==> config.mk <==
export PLATFORM = sky130hd
export DESIGN_NAME = pc_unit
export DESIGN_NICKNAME = d
export VERILOG_FILES = /design/src/rtl/pc_unit.sv
export SDC_FILE = /design/constraint.sdc
export NUM_CORES = 1
export LEC_CHECK = 0
export BUFFER_PORTS_ARGS = -buffer_cell sky130_fd_sc_hd__buf_2
export CAP_MARGIN = 30
export CORE_MARGIN = 10
export CORE_UTILIZATION = 55
export CTS_CLUSTER_DIAMETER = 120
export CTS_CLUSTER_SIZE = 10
export DETAILED_ROUTE_END_ITERATION = 10
export PLACE_DENSITY = 0.83
export SYNTH_ARGS = -nofsm -noshare
export SYNTH_HDL_FRONTEND = slang
export SYNTH_SLANG_ARGS = --single-unit
==> constraint.sdc <==
create_clock -name clk -period 5.3 [get_ports clk]
set_clock_uncertainty 0.05 [all_clocks]
set_input_delay 0.265 -clock clk [delete_from_list [all_inputs] [get_ports clk]]
set_output_delay 0.265 -clock clk [all_outputs]
set_load 0.01 [all_outputs]
==> src/rtl/pc_unit.sv <==
// Program counter for the fetch stage: inc, jump, signed branch, call/return
// through an internal return-address stack, stall, and sticky error flags.
module pc_unit #(
  parameter int unsigned       ADDR_W      = 24,
  parameter int unsigned       OFF_W       = 12,
  parameter int unsigned       STACK_DEPTH = 8,
  parameter logic [ADDR_W-1:0] RESET_VEC   = '0
) (
  input  logic                           clk,
  input  logic                           rst,
  input  logic                           stall,
  input  logic [2:0]                     op,
  input  logic [ADDR_W-1:0]              target,
  input  logic [OFF_W-1:0]               offset,
  input  logic                           br_take,
  input  logic                           err_clr,
  output logic [ADDR_W-1:0]              pc_out,
  output logic                           redirect,
  output logic [$clog2(STACK_DEPTH):0]   depth,
  output logic                           stack_full,
  output logic                           stack_empty,
  output logic                           err_ovf,
  output logic                           err_udf,
  output logic                           err_ill
);

  localparam int unsigned PTR_W   = $clog2(STACK_DEPTH);
  localparam int unsigned DEPTH_W = PTR_W + 1;

  localparam logic [2:0] OP_HOLD   = 3'b000;
  localparam logic [2:0] OP_INC    = 3'b001;
  localparam logic [2:0] OP_JUMP   = 3'b010;
  localparam logic [2:0] OP_BRANCH = 3'b011;
  localparam logic [2:0] OP_CALL   = 3'b100;
  localparam logic [2:0] OP_RET    = 3'b101;

  logic [ADDR_W-1:0]  pc_q, pc_d;
  logic               redirect_q, redirect_d;
  logic [DEPTH_W-1:0] depth_q, depth_d;
  logic               err_ovf_q, err_ovf_d;
  logic               err_udf_q, err_udf_d;
  logic               err_ill_q, err_ill_d;
  logic [ADDR_W-1:0]  stack_q [STACK_DEPTH];

  logic               push_c;
  logic               full_c, empty_c;
  logic               ovf_set_c, udf_set_c, ill_set_c;
  logic [ADDR_W-1:0]  pc_inc_c;
  logic [ADDR_W-1:0]  off_ext_c;
  logic [PTR_W-1:0]   push_idx_c, pop_idx_c;

  assign full_c     = (depth_q == DEPTH_W'(STACK_DEPTH));
  assign empty_c    = (depth_q == '0);
  assign pc_inc_c   = pc_q + ADDR_W'(1);
  assign off_ext_c  = ADDR_W'($signed(offset));
  assign push_idx_c = depth_q[PTR_W-1:0];
  assign pop_idx_c  = PTR_W'(depth_q - DEPTH_W'(1));

  // Next-state decode; stall freezes everything except error clearing
  always_comb begin
    pc_d       = pc_q;
    redirect_d = 1'b0;
    depth_d    = depth_q;
    push_c     = 1'b0;
    ovf_set_c  = 1'b0;
    udf_set_c  = 1'b0;
    ill_set_c  = 1'b0;
    if (!stall) begin
      case (op)
        OP_HOLD: pc_d = pc_q;
        OP_INC:  pc_d = pc_inc_c;
        OP_JUMP: begin
          pc_d       = target;
          redirect_d = 1'b1;
        end
        OP_BRANCH: begin
          if (br_take) begin
            pc_d       = pc_q + off_ext_c;
            redirect_d = 1'b1;
          end else begin
            pc_d = pc_inc_c;
          end
        end
        OP_CALL: begin
          if (full_c) begin
            ovf_set_c = 1'b1;
          end else begin
            push_c     = 1'b1;
            depth_d    = depth_q + DEPTH_W'(1);
            pc_d       = target;
            redirect_d = 1'b1;
          end
        end
        OP_RET: begin
          if (empty_c) begin
            udf_set_c = 1'b1;
          end else begin
            depth_d    = depth_q - DEPTH_W'(1);
            pc_d       = stack_q[pop_idx_c];
            redirect_d = 1'b1;
          end
        end
        default: ill_set_c = 1'b1;
      endcase
    end
    // A new error in the same cycle as err_clr stays set
    err_ovf_d = (err_ovf_q & ~err_clr) | ovf_set_c;
    err_udf_d = (err_udf_q & ~err_clr) | udf_set_c;
    err_ill_d = (err_ill_q & ~err_clr) | ill_set_c;
  end

  always_ff @(posedge clk or posedge rst) begin
    if (rst) begin
      pc_q       <= RESET_VEC;
      redirect_q <= 1'b0;
      depth_q    <= '0;
      err_ovf_q  <= 1'b0;
      err_udf_q  <= 1'b0;
      err_ill_q  <= 1'b0;
    end else begin
      pc_q       <= pc_d;
      redirect_q <= redirect_d;
      depth_q    <= depth_d;
      err_ovf_q  <= err_ovf_d;
      err_udf_q  <= err_udf_d;
      err_ill_q  <= err_ill_d;
    end
  end

  // Stack contents need no reset; depth_q alone defines which entries are valid
  always_ff @(posedge clk) begin
    if (push_c) begin
      stack_q[push_idx_c] <= pc_inc_c;
    end
  end

  assign pc_out      = pc_q;
  assign redirect    = redirect_q;
  assign depth       = depth_q;
  assign stack_full  = full_c;
  assign stack_empty = empty_c;
  assign err_ovf     = err_ovf_q;
  assign err_udf     = err_udf_q;
  assign err_ill     = err_ill_q;

endmodule

Word-level counts from Yosys, hierarchy flattened --
Memories as Yosys holds them, arrays and structs flattened. Cells that the tools add are included.
Operators by class: add/sub/neg operators 4, $mul 0, divide/modulo/power cells 0, order comparisons 0, eq/ne operators 8, shift operators 0, muxes and demuxes 24, bitwise logic cells 8, reductions and logical operators 7
Operators with widths (count):
- one-hot mux 24 bit (5 select lines) | 1
- 2-to-1 mux 24 bit | 3
- adder 24 x 1 -> 24 bit (second input constant) | 1
- adder 24 bit | 1
- 2-to-1 mux 1 bit | 16
- 2-to-1 mux 4 bit | 2
- one-hot mux 4 bit (2 select lines) | 1
- AND reduction 4 bit | 2
- == test 3 x 2 -> 1 bit (second input constant) | 2
- == test 3 bit (second input constant) | 2
- OR reduction 6 bit | 1
- nonzero test 5 bit | 1
- adder 4 x 1 -> 4 bit (second input constant) | 1
- == test 4 bit (second input constant) | 1
- zero test 4 bit | 1
- != test 2 bit (second input constant) | 2
- one-hot mux 1 bit (4 select lines) | 1
- subtractor 4 x 1 -> 4 bit (second input constant) | 1
- bitwise AND 1 bit | 3
- == test 3 x 1 -> 1 bit (second input constant) | 1
- zero test 3 bit | 1
- bitwise OR 1 bit | 3
- NOT 1 bit | 2
- nonzero test 2 bit | 1
Word-level totals: register bits 32, bits in latches 0, RAM bits 192, memory bits (read-only) 0, input bits 44, word-level logic and storage cells 58, memories kept 1
Memory list:
- stack_q | depth 8, bits a word 24, read ports 1, clocked after Yosys merged registers in 0, wr ports 1, RTL line 43 | logic [ADDR_W-1:0] stack_q [STACK_DEPTH];

Logic depth before layout (Yosys ltp) --
depth in word-level cells 6, gate-level depth with buffers 14

Worst setup path after synthesis --
Ideal clock, no wire load.
path kind register -> register, start point register depth_q[0], in the netlist depth[0], end point memory stack_q[0][0] (enable), arrival 3.403 ns, required time 4.815 ns, path slack 1.412 ns, cell stages (with the launch flop) 10, buffers on the path 3, clock period less this slack 3.888 ns, cell sequence dfrtp_1 -> buf_2 -> buf_6 -> buf_4 -> inv_1 -> ha_1 -> nor2b_1 -> nand2_1 -> nand3_1 -> nor3_1
On the way: cells in the longest elaborated chain, start to end 6
Ends and longest elaborated chain:
- start, declared | RTL line 39 | logic [DEPTH_W-1:0] depth_q, depth_d;
- start signal, assigned | RTL line 123 | depth_q <= depth_d;
- == test 4 bit | RTL line 52 | assign full_c = (depth_q == DEPTH_W'(STACK_DEPTH));
- 2-to-1 mux 1 bit | RTL line 85 | if (full_c) begin
- 2-to-1 mux 1 bit | RTL line 69 | case (op)
- 2-to-1 mux 1 bit | RTL line 68 | if (!stall) begin
- 2-to-1 mux 1 bit | RTL line 132 | if (push_c) begin
- 2-to-1 mux 1 bit (implied by the code) | RTL line 133 | stack_q[push_idx_c] <= pc_inc_c;
- end, declared | RTL line 43
Several ways; a longest one is shown, not always the timed one.

Final worst setup path --
start point register depth_q[1], in the netlist depth[1], end point register pc_q[19], in the netlist pc_out[19]
On the way: cells in the longest elaborated chain, start to end 4
Ends and longest elaborated chain:
- subtractor 4 x 1 -> 4 bit
- memory (8 x 24 bit)
- 2-to-1 mux 24 bit | RTL line 95 | if (empty_c) begin
- one-hot mux 24 bit (5 select lines) | RTL line 69
- end signal, assigned | RTL line 121 | pc_q <= pc_d;
- end, declared | RTL line 37 | logic [ADDR_W-1:0] pc_q, pc_d;
Several ways; a longest one is shown, not always the timed one. The select of a mux whose other input is x is not followed. A chain may end at the register's enable or synchronous reset.

==> flow_summary_export.csv <==
group,metric,value,unit
power,power,6.30,mW
status,status,"finished, final reports clean",
clock_tree,clk_pin_slew_worst_paths,0.06,ns
placed_design,dpl_cell_area,11800,sq um
layout,final_cells,1165,
synth,synth_seq_cells,224,
synth,synth_flop_cell,"edfxtp_1",
drt,drtIter0Drc,1007,
layout,area_delta_synth_final,13.4,%
layout,final_nets,953,
clock_tree,insertion_delay,0.53,ns
timing,rsz0062_at_grt,"no",
clock_tree,postCtsSetupBuffers,0,
drt,vias_per_cell,6.61,
placed_design,gp_congestion,0.946,
floorplan,coreArea,19700,sq um
power,power_leakage,4.56,nW
clock_tree,ctsResizeCount,0,
critical_path,crit_path_end_kind,"flip-flop",
synth,async_flop_share,0.143,
grt,antenna_found_initial,0,
clock_tree,clock-sinks,224,
critical_path,worstPathMaxFanout,27,
layout,diodes,0,
drt,routed_wirelength,29200,um
floorplan,dieArea,26200,sq um
floorplan,ioPinCount,78,
timing,worst_slew_pin_slew,1.02,ns
placed_design,dp.cells,1114,
timing,tns,0,ns
grt,grt_overflow,0,
grt,grt_pass1_vias,7619,
critical_path,cp_slowest_cell,"ha_2",
clock_tree,clockBufferDepth,3,
critical_path,crit_chain,"inv_1, ha_2, buf_12, mux4_2, a22oi_1, nand4_1, a21oi_1, o31a_1, a21oi_1",
synth,netlist-cell-type-count,71,
drt,detail-route-antenna-nets,0,
critical_path,start_kind,"flip-flop",
clock_tree,htree_levels,1,
critical_path,worst_ep_required_time,5.66,ns
layout,final_area,12600,sq um
worst_hold_path,hp-class,"in2reg",
clock_tree,cts_buffers,26,
floorplan,die_w,162,um
power,p_per_area,501,nW/um^2
synth,avgSynthCellArea,14.0,sq um
drt,drc_errors,0,
power,ir_drop,0.000343,V
synth,synth_edf_count,192,
layout,fillers,1381,
grt,grtUsageTotal,0.220,
timing,finalCritPeriodShare,0.586,
critical_path,crit_arrival,3.46,ns
layout,layout-drive-gt1-share,0.222,
floorplan,start_util,0.564,
floorplan,die_h,162,um
critical_path,critPathMaxStageDelay,0.77,ns
synth,netlist_instances,795,
critical_path,crit_type,"reg2reg",
timing,setup_viol,0,
drt,firstDrtPassIters,5,
synth,synth_seq_area_share,0.592,
grt,grt_first_pass_wirelength,45200,um
clock_tree,cts_tree,"built",
drt,vias,7703,
timing,fmax,0.322,GHz
synth,synth_nets,868,
timing,final_hold_viol_count,0,
placed_design,io_buffers,77,
critical_path,crit_top_cell,"a21oi_1",
grt,grt_max_degree,55,
synth,synth_area,11100,sq um
placed_design,dpl.hpwl,18600,um
flow_run,maxCapViolations,0,
timing,slew_viol_final,0,
drt,drt-wirelength-per-cell,25.1,um
clock_tree,cts_root_buf,"clkbuf_16",
timing,period_minus_slack,3.11,ns
floorplan,fp-row-count,51,
timing,slew_headroom,0.322,
timing,worst_hold_slack,0.0150,ns
synth,yosys_warnings,0,
[cell usage after synthesis, types with 14 or more instances]
master / count / area [sq um]
o21ai_0: 36 / 180
a21o_1: 14 / 105
nand2_1: 58 / 218
buf_2: 14 / 70.1
ha_1: 28 / 350
dfrtp_1: 32 / 801
mux4_2: 48 / 1080
a21oi_1: 55 / 275
nor2_1: 37 / 139
inv_1: 14 / 52.6
xor2_1: 18 / 158
nand3_1: 19 / 95.1
edfxtp_1: 192 / 5770
nand4_1: 15 / 93.8
a22oi_1: 17 / 128
xnor2_1: 24 / 210
clkbuf_1: 17 / 63.8
[final cells by class]
type	instances	area [sq um]	area share
Tap cell	265	332	0.0264
Clock inverter	2	25.0	0.00199
Clock buffer	46	726	0.0577
Inverter	14	52.6	0.00418
Sequential cell	224	6570	0.522
Timing Repair Buffer	98	581	0.0462
Multi-Input combinational cell	516	4290	0.341
[power by group]
| group | switching, mW | leakage [nW] | internal [mW] |
|---|---|---|---|
| clock | 0.656 | 0.355 | 0.922 |
| sequential | 0.215 | 2.14 | 2.20 |
| combinational | 1.32 | 2.07 | 0.986 |
| total | 2.19 | 4.56 | 4.11 |
[worst max-delay path: cells and delay by family, from the launching register on]
| family | cells | cell delay [ns] |
|---|---|---|
| muxes | 1 | 0.35 |
| and+or+nand+nor | 1 | 0.13 |
| DFF | 1 | 0.54 |
| buffers and inverters | 2 | 0.42 |
| AOI/OAI and AO/OA | 4 | 0.70 |
| adders and majority gates | 1 | 0.77 |
[cells by family (layout without fill, tap and decap cells)]
family                   count (synthesis)  count (layout)  share of synthesized area
multiplexers                            53              53                      0.102
buffers and inverters                   55             160                     0.0243
AND/OR/NAND/NOR                        184             184                     0.0887
AO/OA/AOI/OAI                          207             207                      0.125
adder cells (fa/ha/maj)                 29              29                     0.0334
flip-flops                             224             224                      0.592
XOR/XNOR                                43              43                     0.0346
[sequential cells by signal, indices dropped and copies added (netlist names)]
name / cells
stack_q: 192
pc_out: 24
depth: 4
err_ill: 1
err_ovf: 1
err_udf: 1
redirect: 1
[cells in the final DEF (no fill, tap or decap), drive strengths merged, types with 4 or more instances in the layout]
cell and count:
edfxtp 192, buf 96, nand2 59, a21oi 55
mux4 48, clkbuf 46, o21ai 39, nor2 37
dfrtp 32, ha 28, xnor2 24, nand3 21
xor2 19, a22oi 17, nand4 16, inv 14
a21o 14, a22o 13, nor3 13, a221oi 12
o21a 8, nand2b 7, a31oi 7, and2 6
nor4 6, and3 5, o22ai 5, mux2i 4
o211ai 4
[through the flow]
step                      setup slack, ns   util
after floorplan                      1.41      -
after global placement               2.45  0.599
after detailed placement             2.33  0.599
after CTS                            2.20  0.639
after global routing                 1.98  0.640
final                                2.19  0.640
[what timing repair did]
action | 4_1_cts | 5_1_grt
endpoints found under the hold margin | 33 | 0
hold buffers | 2 | 0
endpoints found under the setup margin | 0 | 0
[path summary, 6_finish.rpt]
kind                                           to                  from  cells past startpoint  slack (ns)
setup / recovery           pc_out[19]$_DFFE_PP0P_  depth[1]$_DFFE_PP0P_                      9        2.19
min in group asynchronous       err_udf$_DFF_PP0_                   rst                      4        0.35
setup reg to reg           pc_out[19]$_DFFE_PP0P_  depth[1]$_DFFE_PP0P_                      9        2.19
max in group asynchronous  pc_out[22]$_DFFE_PP0P_                   rst                      4        4.48
hold / removal              pc_out[8]$_DFFE_PP0P_             target[8]                      3        0.02
hold reg to reg                 err_udf$_DFF_PP0_     err_udf$_DFF_PP0_                      1        0.46
[routing by layer]
metal	routed length, um	share of wire	track usage
met5	0	0	0
met4	1130	0.039	0.0868
met3	2990	0.10	0.0463
met2	14000	0.48	0.360
met1	11000	0.38	0.281
(Power assumes the default switching activity.)
